[config.mk]
export PLATFORM = sky130hd
export DESIGN_NAME = id_fwd_unit
export DESIGN_NICKNAME = d
export VERILOG_FILES = /design/src/rtl/id_fwd_pkg.sv /design/src/rtl/fwd_match.sv /design/src/rtl/id_fwd_unit.sv
export SDC_FILE = /design/constraint.sdc
export NUM_CORES = 1
export LEC_CHECK = 0
export ABC_AREA = 1
export BUFFER_PORTS_ARGS = -buffer_cell sky130_fd_sc_hd__buf_2
export CORE_AREA = 8 8 248 250
export CTS_BUF_LIST = sky130_fd_sc_hd__clkbuf_8
export DETAILED_ROUTE_END_ITERATION = 8
export DIE_AREA = 0 0 256 258
export PLACE_DENSITY = 0.49
export SLEW_MARGIN = 15
export SYNTH_ARGS = -nofsm -noshare
export SYNTH_HDL_FRONTEND = slang
export SYNTH_SLANG_ARGS = --single-unit
[constraint.sdc]
create_clock -name clk -period 4.6 [get_ports clk]
set_input_delay 0.23 -clock clk [delete_from_list [all_inputs] [get_ports clk]]
set_output_delay 0.23 -clock clk [all_outputs]
set_load 0.03 [all_outputs]
[src/rtl/id_fwd_pkg.sv]
// id_fwd_pkg: shared FSM encoding, producer stage indices and saturating add for the ID forwarding unit
package id_fwd_pkg;

   typedef enum logic {RUN, STALL} state_t;

   // Producer stage indices, youngest (highest priority) first
   localparam int EXE = 0;
   localparam int MEM = 1;
   localparam int WB  = 2;

   // Add b to a, clamping the result at max instead of wrapping
   function automatic logic [63:0] sat_add(input logic [63:0] a, input logic [63:0] b, input logic [63:0] max);
      logic [64:0] s;
      s = {1'b0, a} + {1'b0, b};
      return (s > {1'b0, max}) ? max : s[63:0];
   endfunction

endpackage

[src/rtl/fwd_match.sv]
// fwd_match: priority matcher resolving one operand against the in-flight producers
//   ren      : operand is read by the instruction
//   addr     : operand register address (0 never matches)
//   rf_data  : fallback value when no producer matches
//   wena/waddr/wdata/ready : per-producer write enable, destination, result, result-valid
//   hit      : youngest matching producer is ready, data is forwarded
//   blocked  : youngest matching producer is not ready yet
//   data     : forwarded value on hit, rf_data otherwise
module fwd_match #(
   parameter int DW    = 32,
   parameter int AW    = 5,
   parameter int NPROD = 3
) (
   input  logic               ren,
   input  logic [AW-1:0]       addr,
   input  logic [DW-1:0]       rf_data,
   input  logic [NPROD-1:0]    wena,
   input  logic [NPROD*AW-1:0] waddr,
   input  logic [NPROD*DW-1:0] wdata,
   input  logic [NPROD-1:0]    ready,
   output logic               hit,
   output logic               blocked,
   output logic [DW-1:0]       data
);

   logic          found;
   logic          rdy;
   logic [DW-1:0] win;

   // Scan oldest to youngest so the youngest match is the one that sticks;
   // an older ready producer must never override a younger pending one.
   always_comb begin
      found = 1'b0;
      rdy   = 1'b0;
      win   = '0;
      for (int k = NPROD - 1; k >= 0; k--)
         if (ren && wena[k] && addr != '0 && waddr[k*AW +: AW] == addr) begin
            found = 1'b1;
            rdy   = ready[k];
            win   = wdata[k*DW +: DW];
         end
      hit     = found && rdy;
      blocked = found && !rdy;
      data    = hit ? win : rf_data;
   end

endmodule

[src/rtl/id_fwd_unit.sv]
// id_fwd_unit: ID-stage operand forwarding, variable-length hazard stall, watchdog and statistics
//   clk, rst (sync, active-low)
//   id_*        : instruction in ID (valid, rs/rt addresses, read enables for rs/rt/HI/LO)
//   rf_*        : register-file / architectural HI/LO values
//   prod_*      : NPROD producer stages, slice k = stage k, k=0 youngest
//   rs_data, rt_data, hi_out, lo_out : registered resolved operands
//   stall       : freeze PC and IF/ID, bubble into EXE
//   fwd_hit     : last update forwarded at least one operand
//   wd_err      : sticky stall watchdog error
//   stat_stall, stat_fwd : saturating stall-cycle and forwarded-operand counters
module id_fwd_unit
   import id_fwd_pkg::*;
#(
   parameter int DW        = 32,
   parameter int AW        = 5,
   parameter int NPROD     = 3,
   parameter int MAX_STALL = 8,
   parameter int CW        = 32
) (
   input  logic               clk,
   input  logic               rst,
   input  logic               id_valid,
   input  logic [AW-1:0]       id_rs,
   input  logic [AW-1:0]       id_rt,
   input  logic               id_rs_ren,
   input  logic               id_rt_ren,
   input  logic               id_hi_ren,
   input  logic               id_lo_ren,
   input  logic [DW-1:0]       rf_rs_data,
   input  logic [DW-1:0]       rf_rt_data,
   input  logic [DW-1:0]       rf_hi_data,
   input  logic [DW-1:0]       rf_lo_data,
   input  logic [NPROD-1:0]    prod_wena,
   input  logic [NPROD*AW-1:0] prod_waddr,
   input  logic [NPROD*DW-1:0] prod_wdata,
   input  logic [NPROD-1:0]    prod_ready,
   input  logic [NPROD-1:0]    prod_hi_wena,
   input  logic [NPROD-1:0]    prod_lo_wena,
   input  logic [NPROD*DW-1:0] prod_hi,
   input  logic [NPROD*DW-1:0] prod_lo,
   output logic [DW-1:0]       rs_data,
   output logic [DW-1:0]       rt_data,
   output logic [DW-1:0]       hi_out,
   output logic [DW-1:0]       lo_out,
   output logic               stall,
   output logic               fwd_hit,
   output logic               wd_err,
   output logic [CW-1:0]       stat_stall,
   output logic [CW-1:0]       stat_fwd
);

   localparam int          SW   = $clog2(MAX_STALL + 1);
   localparam logic [63:0] CMAX = 64'({CW{1'b1}});

   // HI/LO have no address: tie both sides of the compare to the same nonzero value
   localparam logic [AW-1:0]       HL_ADDR  = '1;
   localparam logic [NPROD*AW-1:0] HL_WADDR = '1;

   state_t         state, state_n;
   logic [SW-1:0]  cnt;
   logic           rs_hit, rt_hit, hi_hit, lo_hit;
   logic           rs_blk, rt_blk, hi_blk, lo_blk;
   logic [DW-1:0]  rs_res, rt_res, hi_res, lo_res;
   logic           blk;
   logic [2:0]     nfwd;

   fwd_match #(.DW(DW), .AW(AW), .NPROD(NPROD)) u_rs (
      .ren(id_rs_ren), .addr(id_rs), .rf_data(rf_rs_data),
      .wena(prod_wena), .waddr(prod_waddr), .wdata(prod_wdata), .ready(prod_ready),
      .hit(rs_hit), .blocked(rs_blk), .data(rs_res)
   );

   fwd_match #(.DW(DW), .AW(AW), .NPROD(NPROD)) u_rt (
      .ren(id_rt_ren), .addr(id_rt), .rf_data(rf_rt_data),
      .wena(prod_wena), .waddr(prod_waddr), .wdata(prod_wdata), .ready(prod_ready),
      .hit(rt_hit), .blocked(rt_blk), .data(rt_res)
   );

   fwd_match #(.DW(DW), .AW(AW), .NPROD(NPROD)) u_hi (
      .ren(id_hi_ren), .addr(HL_ADDR), .rf_data(rf_hi_data),
      .wena(prod_hi_wena), .waddr(HL_WADDR), .wdata(prod_hi), .ready(prod_ready),
      .hit(hi_hit), .blocked(hi_blk), .data(hi_res)
   );

   fwd_match #(.DW(DW), .AW(AW), .NPROD(NPROD)) u_lo (
      .ren(id_lo_ren), .addr(HL_ADDR), .rf_data(rf_lo_data),
      .wena(prod_lo_wena), .waddr(HL_WADDR), .wdata(prod_lo), .ready(prod_ready),
      .hit(lo_hit), .blocked(lo_blk), .data(lo_res)
   );

   // Re-resolved every cycle, so the stall lasts exactly as long as a producer needs
   always_comb begin
      blk     = id_valid && (rs_blk || rt_blk || hi_blk || lo_blk);
      nfwd    = 3'(rs_hit) + 3'(rt_hit) + 3'(hi_hit) + 3'(lo_hit);
      state_n = blk ? STALL : RUN;
   end

   always_ff @(posedge clk) begin
      if (!rst) begin
         state      <= RUN;
         cnt        <= '0;
         rs_data    <= '0;
         rt_data    <= '0;
         hi_out     <= '0;
         lo_out     <= '0;
         stall      <= 1'b0;
         fwd_hit    <= 1'b0;
         wd_err     <= 1'b0;
         stat_stall <= '0;
         stat_fwd   <= '0;
      end else begin
         state <= state_n;
         stall <= blk;
         if (blk) begin
            fwd_hit    <= 1'b0;
            stat_stall <= CW'(sat_add(64'(stat_stall), 64'd1, CMAX));
            cnt        <= (state == RUN) ? SW'(1) : SW'(sat_add(64'(cnt), 64'd1, 64'(MAX_STALL)));
            if (state == STALL && cnt == SW'(MAX_STALL))
               wd_err <= 1'b1;
         end else begin
            rs_data  <= rs_res;
            rt_data  <= rt_res;
            hi_out   <= hi_res;
            lo_out   <= lo_res;
            fwd_hit  <= nfwd != 3'd0;
            stat_fwd <= CW'(sat_add(64'(stat_fwd), 64'(nfwd), CMAX));
            cnt      <= '0;
         end
      end
   end

endmodule

==> metrics.log, run 1 <==
[metrics] Critical Path RT: 5.12 ns
[metrics] endpoint class of the critical path: flip-flop
[metrics] die width: 256 um
[metrics] drt first pass iters: 5
[metrics] sum of routed wire length over all layers: about 78 mm
[metrics] sequential-to-total area share from yosys stat: 28.1%
[metrics] parity-gate share of the synthesized area counting xor and xnor cells: 2.16%
[metrics] setup slack, reg-to-reg: 1.85 ns
[metrics] Top delay family on crit path: simple AND/OR/NAND/NOR gates
[metrics] wire length on met3: approximately 4.6 mm
[metrics] crit path max-delay cell type: fa_1
[metrics] number of warning messages in the yosys log: 0
[metrics] class of the tightest hold or removal check: input port to flip-flop
[metrics] Chip Height: around 260 um
[metrics] synth-to-layout area growth: 37.8%
[metrics] Resized Gates After CTS: 0
[metrics] highest metal used: met5
[metrics] routability-driven placement congestion ratio: 0.901
[metrics] final critical delay including setup and external delays: 3.81 ns
[metrics] first element of the critical path: id_rt[0]
[metrics] Crit Path Max Fanout: 23
[metrics] clock insertion delay at the later pin of the skew report: 0.57 ns
[metrics] number of clock buffers inserted by TritonCTS: 17
[metrics] Post-CTS Repair Setup Buffers: 0
[metrics] area share of fa/ha/maj cells after synthesis: about 1.2%
[metrics] number of I/O pins: 655
[metrics] run status: complete, no violations
[metrics] Post-Synthesis Cells: 2399
[metrics] synthesized area: 14200 um2
[metrics] worst r2r dst: stat_stall[1]
[metrics] cell at the root of the clock tree: clkbuf_8
[metrics] crit path cell chain: buf_2 > inv_2 > nor2_1 > nor3_1 > nand2_1 > nor2_4 > nor2_1 > nand2_1 > nand2_2 > fa_1 > ha_1 > ha_1 > fa_1 > a21oi_1 > nor2_1 > nand4_1 > nor2_1 > nand3_1 > inv_1 > nand4_1 > buf_12 > o21ai_0 > nand3_1 > nand2_1
[metrics] RSZ-0062 raised after global routing: false
[metrics] simple logic cell fraction of the synthesized area: 45.5%
[metrics] placement row count: 88
[metrics] final count of hold timing violations: 0
[metrics] peak per-stage delay on the critical path: 0.53 ns
[metrics] count of distinct cell types in the synthesized netlist: 40
[metrics] Setup violations, final: 0
[metrics] DR vias: 18400
[metrics] post-layout utilization of the core: approximately 34%
[metrics] Max Clock Freq: 262 MHz
[metrics] hold buffer count at cts: 105
[metrics] mux cell area share after synthesis: 0%
[metrics] Routed met2 length: 39.1 mm
[metrics] Slew headroom: a little under 30%
[metrics] total number of cells along the worst setup path: 24
[metrics] average wire per cell in the routed design: 20.3 um
[metrics] worst setup path endpoint: stat_fwd[4]
[metrics] GRT Total Usage: 22.6%
[metrics] slew at the pin closest to its max-slew limit: 1.06 ns
[metrics] starting density of the core: between 20% and 30%
[metrics] number of nets at the end of the flow: 3513
[metrics] number of max-slew violations in the final report: 0
[metrics] number of global-route vias before repair: 18200
[metrics] worst-case reg-to-reg path depth: 15
[metrics] Clk pin slew, worst setup/hold paths: between 0.1 and 0.15 ns
[metrics] fraction of layout cells with a size suffix above 1: between 20% and 30%
[metrics] pin count of the biggest net entering global routing: roughly 130
[metrics] Detailed Place HPWL: 60.6 mm
[metrics] Pwr per Cell Area: 235 nW/um2
[metrics] area of the die: 66000 um2
[metrics] CP Class: input port to flip-flop
[metrics] antenna violations before repair: 28
[metrics] final clock skew: 0.0207 ns
[metrics] detailed-routing wirelength on met1: between 30 and 40 mm
[metrics] TNS Setup: 0 ns
[metrics] type of origin of the critical path: input port
[metrics] number of buffers between clock root and the deepest sink: 2
[metrics] synthesis-stage register bit count: 199
[metrics] PortBufs: between 600 and 700
[metrics] number of buffer and inverter instances along the worst setup path: 4
[metrics] reg2reg start: stat_stall[0]
[metrics] maximum ir drop on the vdd rail: 0.000215 V
[metrics] dominant combinational cell family by area after synthesis: simple AND/OR/NAND/NOR gates
[metrics] CORE AREA: 57400 um2
[metrics] hold_ws: 0.0611 ns
[metrics] number of antenna-violating nets in the routed design: 0
[metrics] Pleak: 0.00987 uW
[metrics] Hold Path Cell Cnt: 5
[metrics] number of violations reported at the end of detailed-routing iteration 0: roughly 1300
[metrics] Max-Cap Viols: 0
[metrics] first-pass GRT wire length: 115 mm
[metrics] CTS tree: built
[metrics] worst endpoint data arrival time: 4.33 ns
[metrics] dominant cell type by count on the critical path: nor2_1
[metrics] # DRC: 0
[metrics] number of clock sinks seen by CTS: approximately 200
[metrics] synthesized-area fraction occupied by ao, oa, aoi and oai cells: 14.2%
[metrics] mean number of vias per cell: 4.81
[metrics] share of the clock period used by the worst path after layout: 82.9%
[metrics] number of nets in the synthesized netlist: 2871
[metrics] average size of a mapped cell: 5.91 um2
[metrics] total overflow reported by the global router: 0
[metrics] maximum level of the CTS H-tree: 4
[report_power, final]
| group | total (uW) | leakage, uW | switching, uW | internal [uW] |
|---|---|---|---|---|
| registers | 1900 | 0.00163 | 67.3 | 1840 |
| logic | 1370 | 0.00802 | 889 | 478 |
| clock network | 1320 | 0.000224 | 756 | 567 |
[worst reg2reg max path: stages (launching register included)]
cell and delay (ns):
dfxtp_1 0.51, ha_1 0.28, nand2_1 0.12, nor2_4 0.24, nand3_2 0.14, nor2_1 0.26
nand2_1 0.12, nand3_1 0.11, nor2_1 0.05, nand3_1 0.13, nor2_1 0.05, nand3_1 0.07
buf_4 0.30, nand3_1 0.15, nand2_1 0.08, nand2_1 0.05
[layer usage]
layer | track usage, % | vias up
li1 | - | 9197
met2 | 40.0 | 638
met1 | 26.5 | 8510
met5 | 0 | -
met3 | 5.53 | 82
met4 | 7.32 | 12
[logic make-up after synthesis]
family / count (synthesis)
simple gates: 1524
compound gates: 319
buf+inv: 310
flops: 199
xor+xnor: 35
fa+ha+maj: 12
[cell type report]
type | count | area (um2)
diodes | 15 | 37.5
clock buffers | 18 | 248
clock inverters | 14 | 188
fillers | 6606 | 37800
inverters | 145 | 544
multi-input cells | 1890 | 8990
flip-flops and latches | 199 | 3980
well taps | 765 | 957
repair buffers | 788 | 4600
[synthesized netlist by cell type]
library cell	number	area, um2
inv_2	8	30.0
o31ai_1	64	480
ha_1	10	125
dfxtp_1	199	3980
buf_2	40	200
nor2_1	195	732
o21a_1	1	7.51
fa_1	2	40.0
nand4_1	23	144
nand3b_1	9	67.6
o211ai_1	3	22.5
a21oi_1	69	345
or2_2	3	18.8
o2111ai_1	1	8.76
buf_1	13	48.8
nor2_4	6	67.6
a21boi_0	1	7.51
o21ai_1	5	25.0
buf_6	1	11.3
nor3_1	19	95.1
o21bai_1	1	7.51
xor2_1	22	193
a221oi_1	32	280
inv_1	136	510
buf_4	9	67.6
nor2_2	4	25.0
a311oi_1	32	280
nand2_1	918	3450
nand2_4	1	11.3
nand3_1	301	1510
clkbuf_1	102	383
o22ai_1	2	12.5
clkinv_1	1	3.75
nor3_2	2	20.0
nand2_2	5	31.3
nand3_2	2	20.0
o21ai_0	108	541
xnor2_1	13	114
nor3b_1	34	255
and3_1	2	12.5
[through the flow]
step / total power (uW) / setup WS (ns) / cell area (um2) / instances
finish: 4590 / 0.787 / 19500 / 3834
global route: 4850 / 0.405 / 19500 / 3832
CTS: 4670 / 0.794 / 19500 / 3819
detailed placement: 3240 / 0.147 / 18000 / 3682
global placement: 3240 / 0.183 / 18000 / 3682
floorplan: 2660 / 0.480 / 14200 / 2399
[cells in the final DEF (no fill, tap or decap), types with 34 or more instances in the layout]
cell type	synthesis	final
nor3b_1	34	34
dlygate4sd3_1	0	105
nor2_1	195	192
dfxtp_1	199	199
nand3_1	301	301
inv_1	136	137
a21oi_1	69	69
o21ai_0	108	108
o31ai_1	64	64
buf_2	40	653
nand2_1	918	917
[sequential cells by signal, indices dropped and copies added (netlist names)]
name / count
cnt: 4
hi_out: 32
wd_err: 1
stall: 1
stat_fwd: 32
stat_stall: 32
lo_out: 32
rs_data: 32
fwd_hit: 1
rt_data: 32
[worst min-delay path by stage]
stage | start | end | slack (ns)
after detailed placement | rs_data[6] | rs_data[6] | 0.43
after global routing | prod_hi[15] | hi_out[15] | 0.04
after global placement | lo_out[2] | lo_out[2] | 0.42
final | rf_rt_data[1] | rt_data[1] | 0.06
after floorplan | id_valid | cnt[1] | 0.40
after CTS | rf_rt_data[1] | rt_data[1] | 0.0002
(Power assumes the default switching activity.)
==> run 2, diff against run 1 <==
==> constraint.sdc (replaced) <==
create_clock -name clk -period 3.8 [get_ports clk]
set_input_delay 0.19 -clock clk [delete_from_list [all_inputs] [get_ports clk]]
set_output_delay 0.19 -clock clk [all_outputs]
set_load 0.03 [all_outputs]
==> metrics.log, run 2 (synthesized netlist as in run 1, its figures left out) <==
[metrics] final setup slack of the worst path: 0.288 ns (was 0.787 ns)
[metrics] number of buffer and inverter instances along the worst setup path: 3 (was 4)
[metrics] endpoint class of the critical path: flip-flop (unchanged)
[metrics] Chip Height: 258 um (unchanged)
[metrics] Setup violations, final: 0 (unchanged)
[metrics] number of violations reported at the end of detailed-routing iteration 0: 1240 (was 1254)
[metrics] Pleak: 0.0103 uW (was 0.00987 uW)
[metrics] type of origin of the critical path: input port (unchanged)
[metrics] number of clock buffers inserted by TritonCTS: 17 (unchanged)
[metrics] most common library cell in the layout ignoring fill and taps: nand2_1 (unchanged)
[metrics] run status: complete, no violations (unchanged)
[metrics] TNS Setup: 0 ns (unchanged)
[metrics] dominant cell type by count on the critical path: nand2_1 (was nor2_1)
[metrics] crit path cell chain: buf_2 > xor2_1 > nor3_1 > nand2_1 > nor2_4 > nor2_1 > nand2_1 > nand2_2 > fa_2 > ha_1 > ha_1 > fa_2 > a21oi_2 > nor2_2 > nand4_1 > nor2_2 > nand3_1 > inv_1 > nand4_1 > buf_12 > o21ai_0 > nand3_1 > nand2_1 (was buf_2 > inv_2 > nor2_1 > nor3_1 > nand2_1 > nor2_4 > nor2_1 > nand2_1 > nand2_2 > fa_1 > ha_1 > ha_1 > fa_1 > a21oi_1 > nor2_1 > nand4_1 > nor2_1 > nand3_1 > inv_1 > nand4_1 > buf_12 > o21ai_0 > nand3_1 > nand2_1)
[metrics] CP Class: input port to flip-flop (unchanged)
[metrics] number of max-slew violations in the final report: 0 (unchanged)
[metrics] Max Clock Freq: about 280 MHz
[metrics] starting density of the core: 24.7% (unchanged)
[metrics] Slew headroom: 40.2% (was 29.3%)
[metrics] number of I/O pins: 655 (unchanged)
[metrics] placement row count: 88 (unchanged)
[metrics] die width: 256 um (unchanged)
[metrics] total power: 5490 uW (was 4590 uW)
[metrics] pre-CTS setup slack: -0.403 ns (was 0.147 ns)
[metrics] antenna violations before repair: 33 (was 28)
[metrics] mean number of vias per cell: 4.80 (was 4.81)
[metrics] slew at the pin closest to its max-slew limit: 0.896 ns (was 1.06 ns)
[metrics] Post-CTS Repair Setup Buffers: 0 (unchanged)
[metrics] clock insertion delay at the later pin of the skew report: 0.57 ns (about the same)
[metrics] fraction of layout cells with a size suffix above 1: 25.4% (was 24.6%)
[metrics] # DRC: 0 (unchanged)
[metrics] synth-to-layout area growth: 44.1% (was 37.8%)
[metrics] number of buffers between clock root and the deepest sink: 2 (unchanged)
[metrics] number of antenna-violating nets in the routed design: 0 (unchanged)
[metrics] DR vias: 18900 (was 18400)
[metrics] post-place instance area: 18400 um2 (was 18000 um2)
[metrics] CORE AREA: 57400 um2 (unchanged)
[metrics] Critical Path RT: 4.29 ns (was 5.12 ns)
[metrics] cell at the root of the clock tree: clkbuf_8 (unchanged)
[metrics] final clock skew: 0.0249 ns (was 0.0207 ns)
[metrics] routability-driven placement congestion ratio: 0.930 (was 0.901)
[metrics] final critical delay including setup and external delays: 3.51 ns
[metrics] class of the tightest hold or removal check: input port to flip-flop (unchanged)
[metrics] average wire per cell in the routed design: 20.0 um (was 20.3 um)
[metrics] final count of hold timing violations: 0 (unchanged)
[metrics] total overflow reported by the global router: 0 (unchanged)
[metrics] peak per-stage delay on the critical path: 0.58 ns (was 0.53 ns)
[metrics] Detailed Place HPWL: 61.8 mm (was 60.6 mm)
[metrics] PortBufs: 654 (unchanged)
[metrics] RSZ-0062 raised after global routing: false (unchanged)
[metrics] Clk pin slew, worst setup/hold paths: 0.13 ns (was 0.11 ns)
[metrics] maximum level of the CTS H-tree: 4 (unchanged)
[metrics] number of clock sinks seen by CTS: 199 (unchanged)
[metrics] number of global-route vias before repair: 18600 (was 18200)
[metrics] maximum ir drop on the vdd rail: 0.000251 V (was 0.000215 V)
[metrics] share of the clock period used by the worst path after layout: 92.4%
[metrics] sum of routed wire length over all layers: 79.0 mm (was 77.8 mm)
[metrics] CTS tree: built (unchanged)
[metrics] drt first pass iters: 8 (was 5)
[metrics] Top delay family on crit path: simple AND/OR/NAND/NOR gates (unchanged)
[metrics] Crit Path Max Fanout: 20 (was 23)
[metrics] worst endpoint data arrival time: 4.00 ns (was 4.33 ns)
[metrics] number of nets at the end of the flow: 3613 (was 3513)
[metrics] commonest cells after routing, fill and taps aside: nand2_1 (917), buf_2 (653), nand3_1 (301) (unchanged)
[metrics] post-layout instance area: 20400 um2 (was 19500 um2)
[metrics] first-pass GRT wire length: 117 mm (was 115 mm)
[metrics] pin count of the biggest net entering global routing: 101 (was 127)
[metrics] Max-Cap Viols: 0 (unchanged)
[metrics] GRT Total Usage: 22.8% (was 22.6%)
[metrics] crit path max-delay cell type: fa_2 (was fa_1)
[metrics] area of the die: 66000 um2 (unchanged)
[metrics] Pwr per Cell Area: 269 nW/um2 (was 235 nW/um2)
==> run 2: cell types whose count changed in the layout (fill, tap and decap cells not counted), sizes merged <==
cell and change:
clkinv +1, clkinvlp +2, buf +44, diode +8, dlygate4sd3 +56, bufinv -3
==> run 2: layout make-up <==
| cell class | instances | area (um2) |
|---|---|---|
| clock buffer | 18 | 248 |
| antenna | 23 | 57.6 |
| timing repair buffer | 888 | 5510 |
| multi-input combinational | 1890 | 9010 |
| inverter | 145 | 544 |
| sequential | 199 | 3980 |
| tap | 765 | 957 |
| fill | 6464 | 36900 |
| clock inverter | 14 | 118 |
==> run 2: routing by layer <==
metal  up-vias  wire, um  GRT usage [%]
li1       9405         -              -
met1      8679     31600           26.6
met2       731     39300           39.8
met3       104      5840           5.72
met4        12      2230           8.77
met5         -        73              0
==> run 2: tightest hold or removal path, cell delays in order <==
cell,delay (ns)
buf_2,0.14
nand2_1,0.07
o31ai_1,0.06
nand3_1,0.09
nand2_1,0.05
==> run 2: power breakdown <==
part,switching [uW],total (uW),internal (uW)
clock network,937,1420,487
logic,1100,1760,663
registers,81.6,2300,2220
==> run 2: path summary, 6_finish.rpt <==
kind             startpoint  cells after the start  slack, ns       endpoint
max                id_rt[3]                     23       0.29    stat_fwd[4]
min          rf_lo_data[31]                      5       0.05     lo_out[31]
max reg2reg   stat_stall[1]                     15       1.23  stat_stall[0]
min reg2reg     rt_data[24]                      2       0.45    rt_data[24]
==> run 2: timing repair <==
item,in CTS,in global routing
hold endpoints to repair,123,0
gates resized for setup,0,2
endpoints found under the setup margin,0,32
hold buffers,161,0
==> run 2: stage by stage <==
| stage | cells | hold slack [ns] | utilization (%) |
|---|---|---|---|
| 2_1_floorplan | 2399 | 0.356 | - |
| 5_1_grt | 3939 | 0.0363 | 35.6 |
| 6_report | 3942 | 0.0547 | 35.6 |
| 3_3_place_gp | 3726 | 0.426 | 32.1 |
| 3_5_place_dp | 3726 | 0.426 | 32.1 |
| 4_1_cts | 3919 | 0.00110 | 35.5 |
